<file path="config.mk">
export PLATFORM = sky130hd
export DESIGN_NAME = sdio_cmdrx
export DESIGN_NICKNAME = d
export VERILOG_FILES = /design/src/rtl/sdio_cmdrx.sv
export SDC_FILE = /design/constraint.sdc
export NUM_CORES = 1
export LEC_CHECK = 0
export ABC_AREA = 1
export CAP_MARGIN = 20
export CELL_PAD_IN_SITES_DETAIL_PLACEMENT = 1
export CELL_PAD_IN_SITES_GLOBAL_PLACEMENT = 2
export CORE_MARGIN = 2
export CORE_UTILIZATION = 38
export DETAILED_ROUTE_END_ITERATION = 16
export DONT_BUFFER_PORTS = 1
export PLACE_DENSITY_LB_ADDON = 0.08
export SETUP_SLACK_MARGIN = 0.02
export SLEW_MARGIN = 20
export SYNTH_ARGS = -nofsm -noshare
export SYNTH_HDL_FRONTEND = slang
export SYNTH_SLANG_ARGS = --single-unit
</file>
<file path="constraint.sdc">
create_clock -name i_clk -period 6.76 [get_ports i_clk]
set_input_delay 1.352 -clock i_clk [delete_from_list [all_inputs] [get_ports i_clk]]
set_output_delay 1.352 -clock i_clk [all_outputs]
set_load 0.03 [all_outputs]
</file>
<file path="src/rtl/sdio_cmdrx.sv">
// Passive SD CMD-line receiver: oversamples sd_ck/sd_cmd on i_clk and deframes
// 48-bit command/response tokens, reporting fields, CRC7 status and counters.
module sdio_cmdrx #(
  parameter int unsigned OPT_SYNC  = 1,
  parameter int unsigned LGTIMEOUT = 10
) (
  input  logic        i_clk,
  input  logic        i_reset,
  input  logic        i_sd_ck,
  input  logic        i_sd_cmd,
  output logic        o_busy,
  output logic        o_valid,
  output logic        o_dir,
  output logic [5:0]  o_index,
  output logic [31:0] o_arg,
  output logic [6:0]  o_crc,
  output logic        o_crc_err,
  output logic        o_frame_err,
  output logic [15:0] o_nframes,
  output logic [15:0] o_nerrors
);

  typedef enum logic [1:0] {StIdle, StRx, StDone} state_e;

  localparam logic [LGTIMEOUT-1:0] TmoOne = 1;

  logic ck_s, cmd_s, ck_prev_q, strobe;

  if (OPT_SYNC != 0) begin : g_sync
    logic [1:0] ck_pipe_q, cmd_pipe_q;
    always_ff @(posedge i_clk or posedge i_reset) begin
      if (i_reset) begin
        ck_pipe_q  <= 2'b00;
        cmd_pipe_q <= 2'b11;
      end else begin
        ck_pipe_q  <= {ck_pipe_q[0], i_sd_ck};
        cmd_pipe_q <= {cmd_pipe_q[0], i_sd_cmd};
      end
    end
    assign ck_s  = ck_pipe_q[1];
    assign cmd_s = cmd_pipe_q[1];
  end else begin : g_raw
    assign ck_s  = i_sd_ck;
    assign cmd_s = i_sd_cmd;
  end

  assign strobe = ck_s & ~ck_prev_q;

  state_e               state_q, state_d;
  logic [5:0]           bitcnt_q, bitcnt_d;
  // Start bit is never stored; sr_q[46] is the direction bit of a full frame.
  logic [46:0]          sr_q, sr_d, sr_shift;
  logic [6:0]           crc_q, crc_d, crc_upd;
  logic [LGTIMEOUT-1:0] tmo_q, tmo_d;
  logic                 fin, abort, crc_bad, err_now;

  assign sr_shift = {sr_q[45:0], cmd_s};
  assign crc_upd  = {crc_q[5:0], 1'b0} ^ ((cmd_s ^ crc_q[6]) ? 7'h09 : 7'h00);
  assign crc_bad  = (sr_shift[7:1] != crc_q);
  assign err_now  = abort | ~cmd_s | crc_bad;
  assign o_busy   = (state_q == StRx);

  always_comb begin
    state_d  = state_q;
    bitcnt_d = bitcnt_q;
    sr_d     = sr_q;
    crc_d    = crc_q;
    tmo_d    = '0;
    fin      = 1'b0;
    abort    = 1'b0;
    unique case (state_q)
      StIdle: begin
        if (strobe && !cmd_s) begin
          state_d  = StRx;
          bitcnt_d = 6'd1;
          sr_d     = '0;
          crc_d    = 7'h00;
        end
      end
      StRx: begin
        if (strobe) begin
          sr_d     = sr_shift;
          bitcnt_d = bitcnt_q + 6'd1;
          if (bitcnt_q <= 6'd39) crc_d = crc_upd;
          if (bitcnt_q == 6'd47) begin
            state_d = StDone;
            fin     = 1'b1;
          end
        end else if (tmo_q == '1) begin
          state_d = StIdle;
          abort   = 1'b1;
        end else begin
          tmo_d = tmo_q + TmoOne;
        end
      end
      StDone:  state_d = StIdle;
      default: state_d = StIdle;
    endcase
  end

  always_ff @(posedge i_clk or posedge i_reset) begin
    if (i_reset) begin
      ck_prev_q   <= 1'b0;
      state_q     <= StIdle;
      bitcnt_q    <= '0;
      sr_q        <= '0;
      crc_q       <= '0;
      tmo_q       <= '0;
      o_valid     <= 1'b0;
      o_dir       <= 1'b0;
      o_index     <= '0;
      o_arg       <= '0;
      o_crc       <= '0;
      o_crc_err   <= 1'b0;
      o_frame_err <= 1'b0;
      o_nframes   <= '0;
      o_nerrors   <= '0;
    end else begin
      ck_prev_q <= ck_s;
      state_q   <= state_d;
      bitcnt_q  <= bitcnt_d;
      sr_q      <= sr_d;
      crc_q     <= crc_d;
      tmo_q     <= tmo_d;
      o_valid   <= fin | abort;
      if (fin) begin
        o_dir       <= sr_shift[46];
        o_index     <= sr_shift[45:40];
        o_arg       <= sr_shift[39:8];
        o_crc       <= sr_shift[7:1];
        o_crc_err   <= crc_bad;
        o_frame_err <= ~cmd_s;
      end else if (abort) begin
        o_dir       <= sr_q[46];
        o_index     <= sr_q[45:40];
        o_arg       <= sr_q[39:8];
        o_crc       <= sr_q[7:1];
        o_crc_err   <= 1'b0;
        o_frame_err <= 1'b1;
      end
      if (fin || abort) begin
        o_nframes <= o_nframes + 16'd1;
        if (err_now && (o_nerrors != 16'hffff)) o_nerrors <= o_nerrors + 16'd1;
      end
    end
  end

endmodule

</file>
==> out/qor.csv, run 1 <==
metric;value;unit
final_common_cell;nand2_1;
maxCapViolCount;0;
finalHoldViolations;0;
p_int;1.56;mW
syn_area;0.00735;mm2
ys_types;33;
cp-start-kind;flop;
p_sw;612;uW
finalCriticalPeriod;3.28;ns
ios;86;
p_seq_frac;0.463;
pwr-share-comb;0.137;
synth.avg_cell_area;8.58;um2
via_per_inst;5.08;
yosys_warnings;0;
nets;850;
setup_tns;0;ns
dp_cells;1083;
finalNonFillerCells;1115;
postRouteWirelength;18200;um
outcome;completed;
grt_pass1_vias;5942;
slew_violations;0;
crit_path_max_fanout;93;
cts_resized;0;
initial_core_util;0.390;
slew_headroom;0.336;
setup_violations;0;
grt_pass1_wl;30300;um
drt_first_pass_iters;4;
synth_fp_nets;865;
finalCoreUtilization;0.425;
place.gp.congestion;0.805;
end_kind;flop;
tightest_slew;0.996;ns
die_area;0.0205;mm2
cts_root_buffer;clkbuf_16;
dieHeight;143;um
worstSetupPathType;flop to flop;
num_rows;50;
syn_to_final_growth;8.93;%
dp_hpwl;12400;um
hold_class;flop to flop;
leakage;3.75;nW
p_sw_frac;0.281;
ir_drop;0.180;mV
cts_setup_buffers;0;
antenna_found_initial;0;
wire_per_inst;16.3;um
arrival;3.63;ns
drtIter0Drc;223;
grt-ovfl-total;0;
track_usage;0.187;
ys_seq_area_frac;0.538;
diodes;0;
numCtsBuffers;17;
fin_crit_sh;0.486;
clkPwrFrac;0.400;
cts.reportedPaths.clkPinSlew;0.06;ns
final_cell_mix;nand2_1, dfrtp_1, inv_1;
dr_total_vias;5660;
rsz0062_at_grt;no;
worstPathRequired;7.11;ns
clockBufferDepth;2;
clkLatencyLatePin;0.42;ns
cts_sinks;158;
fillers;2228;
fin_skew;0.00923;ns
grt_max_degree;108;
post-route-drc-count;0;
synthCells;857;
p_per_area;271;mW/mm2
final_antenna_net_count;0;
cts_max_level;4;
core;0.0188;mm2
numPortBuffers;0;
cts_tree;built;
fin_hold_ws;0.346;ns
layout-drive-gt1-share;0.0655;
hold_buffers;0;
ys_ff_latch;158;
die_w;143;um
fmax;0.305;GHz
worst max-delay path: stages, from the launching register on:
cell      delay, ns
dfrtp_1        0.42
nor2_4         0.45
inv_2          0.10
nor2_2         0.20
nand2_2        0.08
buf_4          0.37
nand2_4        0.31
clkinv_2       0.37
buf_4          0.47
nor2_1         0.21
nand3_1        0.09
nand2_1        0.09
power by group through the flow:
stage	Sequential, mW	Combinational (mW)	Clock [mW]
floorplan	1.02	0.236	0
global placement	1.02	0.291	0
detailed placement	1.02	0.303	0
CTS	1.01	0.304	0.900
global route	1.01	0.336	0.936
finish	1.01	0.297	0.870
routing by layer:
layer	vias to the layer above	share of wire	track usage
met5	-	0	0
met4	0	0.0081	0.0589
met3	10	0.047	0.0520
met2	79	0.49	0.311
met1	2789	0.46	0.237
li1	2782	-	-
Yosys cell counts, drive strengths merged:
master    n  share of area
dfrtp   156           0.53
ha        4         0.0068
xor2     15          0.018
nor3     18          0.013
nand4    24          0.020
inv     106          0.054
o22ai    47          0.040
nand2   221           0.12
a21boi    1         0.0010
xnor2     9          0.011
dfstp     2         0.0071
nand3b    2         0.0020
o21ai   115          0.083
o21a      1         0.0010
a31oi     1        0.00085
buf      25          0.024
a21oi    17          0.012
nor2     46          0.027
clkbuf   13         0.0066
nand3    34          0.026
metrics by stage:
| step | setup WS, ns | instance area (um2) | power, mW |
|---|---|---|---|
| detailed placement | 3.46 | 7490 | 1.33 |
| CTS | 3.43 | 8010 | 2.21 |
| finish | 3.48 | 8010 | 2.17 |
| floorplan | 1.15 | 7350 | 1.25 |
| global placement | 3.65 | 7490 | 1.31 |
| global route | 3.07 | 8010 | 2.28 |
registers in the layout (all words and copies together) (netlist names), 7 cells and up:
name / count
sr_q: 47
o_arg: 32
o_nerrors: 16
o_nframes: 16
tmo_q: 10
crc_q: 7
o_crc: 7
cell type report:
type                            instances  area [um2]  share of cell area
Multi-Input combinational cell        555        2770               0.346
Tap cell                              260         325              0.0406
Clock buffer                           29         480              0.0600
Timing Repair Buffer                    4        30.0             0.00375
Sequential cell                       158        3960               0.494
Clock inverter                          3        40.0             0.00500
Inverter                              106         404              0.0505
worst paths after layout:
path                                                from                       endpoint  slack, ns  cells after the start
max                               state_q[1]$_DFFE_PP0P_       o_nerrors[0]$_DFFE_PP0P_       3.48                     11
min                        g_sync.ck_pipe_q[0]$_DFF_PP0_  g_sync.ck_pipe_q[1]$_DFF_PP0_       0.35                      0
max reg2reg                       state_q[1]$_DFFE_PP0P_       o_nerrors[0]$_DFFE_PP0P_       3.48                     11
min reg2reg                g_sync.ck_pipe_q[0]$_DFF_PP0_  g_sync.ck_pipe_q[1]$_DFF_PP0_       0.35                      0
max in group asynchronous                        i_reset           o_crc[1]$_DFFE_PP0P_       4.46                      2
min in group asynchronous                        i_reset       o_nframes[5]$_DFFE_PP0P_       1.00                      1
logic make-up after synthesis:
family | share of synthesized area
DFF | 0.538
AOI/OAI and AO/OA | 0.138
and+or+nand+nor | 0.204
adders and majority gates | 0.00681
xor gates and xnor gates | 0.0286
buffers and inverters | 0.0847
Note: power is estimated with default switching activity, not from simulation.
==> inputs of run 2 (changes only) <==
Settings changed: ABC_AREA 1 to 0.
Clock period 6.76 ns to 3 ns, I/O delays scaled along.
==> run 2 against run 1 <==
  * First-iteration DRC count decreased by 16%
  * Power increased by 130%
  * Maximum frequency increased by 36%
  * Utilization increased by 1.6 points
  * Cell count decreased by 27%
  * Die area decreased by 8.9%
  * Global-route usage decreased by 1.8 points
  * Via count decreased by 24%
==> out/qor.csv, run 2 <==
metric;value;unit
rrSetupSlack;0.58;ns
hold_buffers;0;
maxCapViolCount;0;
nets;585;
async_flop_share;1.00;
cts_tree;built;
ys_seq_area_frac;0.592;
post-route-drc-count;0;
syn_area;0.00668;mm2
grt-ovfl-total;0;
fillers;1843;
dp_hpwl;9560;um
slew_headroom;0.330;
setup_violations;0;
cts_sinks;158;
worstSetupPathType;flop to flop;
grt_pass1_wl;24700;um
tightest_slew;1.00;ns
cts_max_level;4;
antenna_found_initial;0;
synthCells;582;
wire_per_inst;18.2;um
fin_skew;0.00792;ns
fin_crit_sh;0.806;
layout-drive-gt1-share;0.0951;
p_per_area;654;mW/mm2
syn_to_final_growth;13.9;%
worstPathRequired;3.30;ns
final_common_cell;dfrtp_1;
path_buf_inv;1;
finalCoreUtilization;0.441;
ios;86;
largest_register_ffs;47;
critPathSlowestCell;nor3_1;
finalHoldViolations;0;
cts_setup_buffers;0;
synth_flop_cell;dfrtp_1;
ys_types;42;
numPortBuffers;0;
drtIter0Drc;188;
grt_pass1_vias;4596;
cp-start-kind;flop;
arrival;2.71;ns
synth_fp_nets;590;
clockBufferDepth;2;
synth_most_common_cell;dfrtp_1;
finalCriticalPeriod;2.42;ns
synth.avg_cell_area;11.5;um2
drt_first_pass_iters;4;
reg_top3;sr_q: 47 flops, o_arg: 32 flops;
outcome;completed;
place.gp.congestion;0.790;
largest_register;sr_q;
setup_tns;0;ns
ir_drop;0.446;mV
fmax;0.414;GHz
leakage;3.30;nW
synth.top_cell.area_share;0.584;
grt_max_degree;96;
via_per_inst;5.32;
crit_path_max_fanout;9;
slew_violations;0;
num_rows;48;
cts_resized;0;
final_antenna_net_count;0;
die_area;0.0187;mm2
crit_path_max_incr_delay;0.51;ns
diodes;0;
path_cells;nand2b_2, inv_2, and4_1, a21oi_2, nor3_1, mux2_2;
yosys_warnings;0;
end_kind;flop;
dr_total_vias;4328;
cts.reportedPaths.clkPinSlew;0.06;ns
numCtsBuffers;17;
ys_ff_latch;158;
final_cell_mix;dfrtp_1, nand2_1, o21ai_0;
synth_common_cells;dfrtp_1, nand2_1, o21ai_0;
path_delay_family;simple AND/OR/NAND/NOR gates;
postRouteWirelength;14800;um
cts_root_buffer;clkbuf_16;
hold_class;primary input to flop;
synth_edf_count;0;
initial_core_util;0.387;
track_usage;0.169;
core;0.0172;mm2
ys_top_cells_by_area;dfrtp_1, mux2i_1, a22o_1, nand2_1, o21ai_0;
yosys.area.top_type;dfrtp_1;
die_w;137;um
clkLatencyLatePin;0.41;ns
rsz0062_at_grt;no;
dieHeight;137;um
## run 2: cell count changes after synthesis, sizes merged, moves of 13 or more
cell | before | now
a21oi | 17 | 4
inv | 106 | 5
o21ai | 115 | 58
a22o | 0 | 49
mux2i | 0 | 46
o22ai | 47 | 0
xnor2 | 9 | 28
nand3 | 34 | 10
nor2 | 46 | 28
nand2 | 221 | 84
## run 2: cell families (layout without fill, tap and decap cells)
family | after synthesis | count (layout) | synth area share
AND/OR/NAND/NOR | 167 | 167 | 0.119
buffers and inverters | 38 | 45 | 0.0236
multiplexers | 48 | 48 | 0.0723
flip-flops | 158 | 158 | 0.592
AO/OA/AOI/OAI | 118 | 118 | 0.121
adder cells (fa/ha/maj) | 4 | 4 | 0.00749
XOR/XNOR | 49 | 49 | 0.0643
## run 2: where the power goes
group / internal, mW / switching, mW / total (mW)
sequential: 2.20 / 0.0813 / 2.28
clock: 1.54 / 0.841 / 2.38
combinational: 0.116 / 0.199 / 0.315
total: 3.86 / 1.12 / 4.98
## run 2: final cells by class
| type | count | area [um2] | area share |
|---|---|---|---|
| tap | 225 | 282 | 0.0370 |
| clock inverter | 10 | 184 | 0.0242 |
| multi-input combinational | 386 | 2590 | 0.340 |
| sequential | 158 | 3960 | 0.520 |
| inverter | 5 | 22.5 | 0.00296 |
| timing repair buffer | 9 | 105 | 0.0138 |
| clock buffer | 21 | 470 | 0.0618 |
## run 2: metrics by stage
step                      cells  cell area, um2  total power [mW]  hold slack [ns]  setup WS, ns
final                       814            7610              4.98            0.183         0.582
after detailed placement    783            6950              2.65            0.337         0.539
after floorplan             582            6680              2.54            0.331         0.401
after CTS                   814            7610              5.06            0.161         0.527
after global placement      783            6950              2.64            0.335         0.607
after global routing        814            7610              5.20            0.157         0.361
## run 2: path summary, 6_finish.rpt
path	cells after the start	startpoint	end
setup / recovery	6	state_q[1]$_DFFE_PP0P_	o_nerrors[1]$_DFFE_PP0P_
hold reg to reg	0	g_sync.ck_pipe_q[0]$_DFF_PP0_	g_sync.ck_pipe_q[1]$_DFF_PP0_
setup reg to reg	6	state_q[1]$_DFFE_PP0P_	o_nerrors[1]$_DFFE_PP0P_
min in group asynchronous	1	i_reset	o_arg[11]$_DFFE_PP0P_
max in group asynchronous	2	i_reset	g_sync.cmd_pipe_q[0]$_DFF_PP1_
hold / removal	0	i_sd_cmd	g_sync.cmd_pipe_q[0]$_DFF_PP1_
## run 2: worst register-to-register path, delay by kind of cell, from the launching register on
| kind | cells | cell delay (ns) |
|---|---|---|
| AOI/OAI and AO/OA | 1 | 0.13 |
| buffers and inverters | 1 | 0.25 |
| DFF | 1 | 0.44 |
| muxes | 1 | 0.40 |
| and+or+nand+nor | 3 | 1.08 |
## run 2: layer usage
layer / wire [um] / global-route usage / up-vias
met5: 0 / 0 / -
met4: 179 / 0.0590 / 0
met3: 732 / 0.0459 / 13
met2: 6810 / 0.260 / 60
met1: 7100 / 0.231 / 2227
li1: - / - / 2028
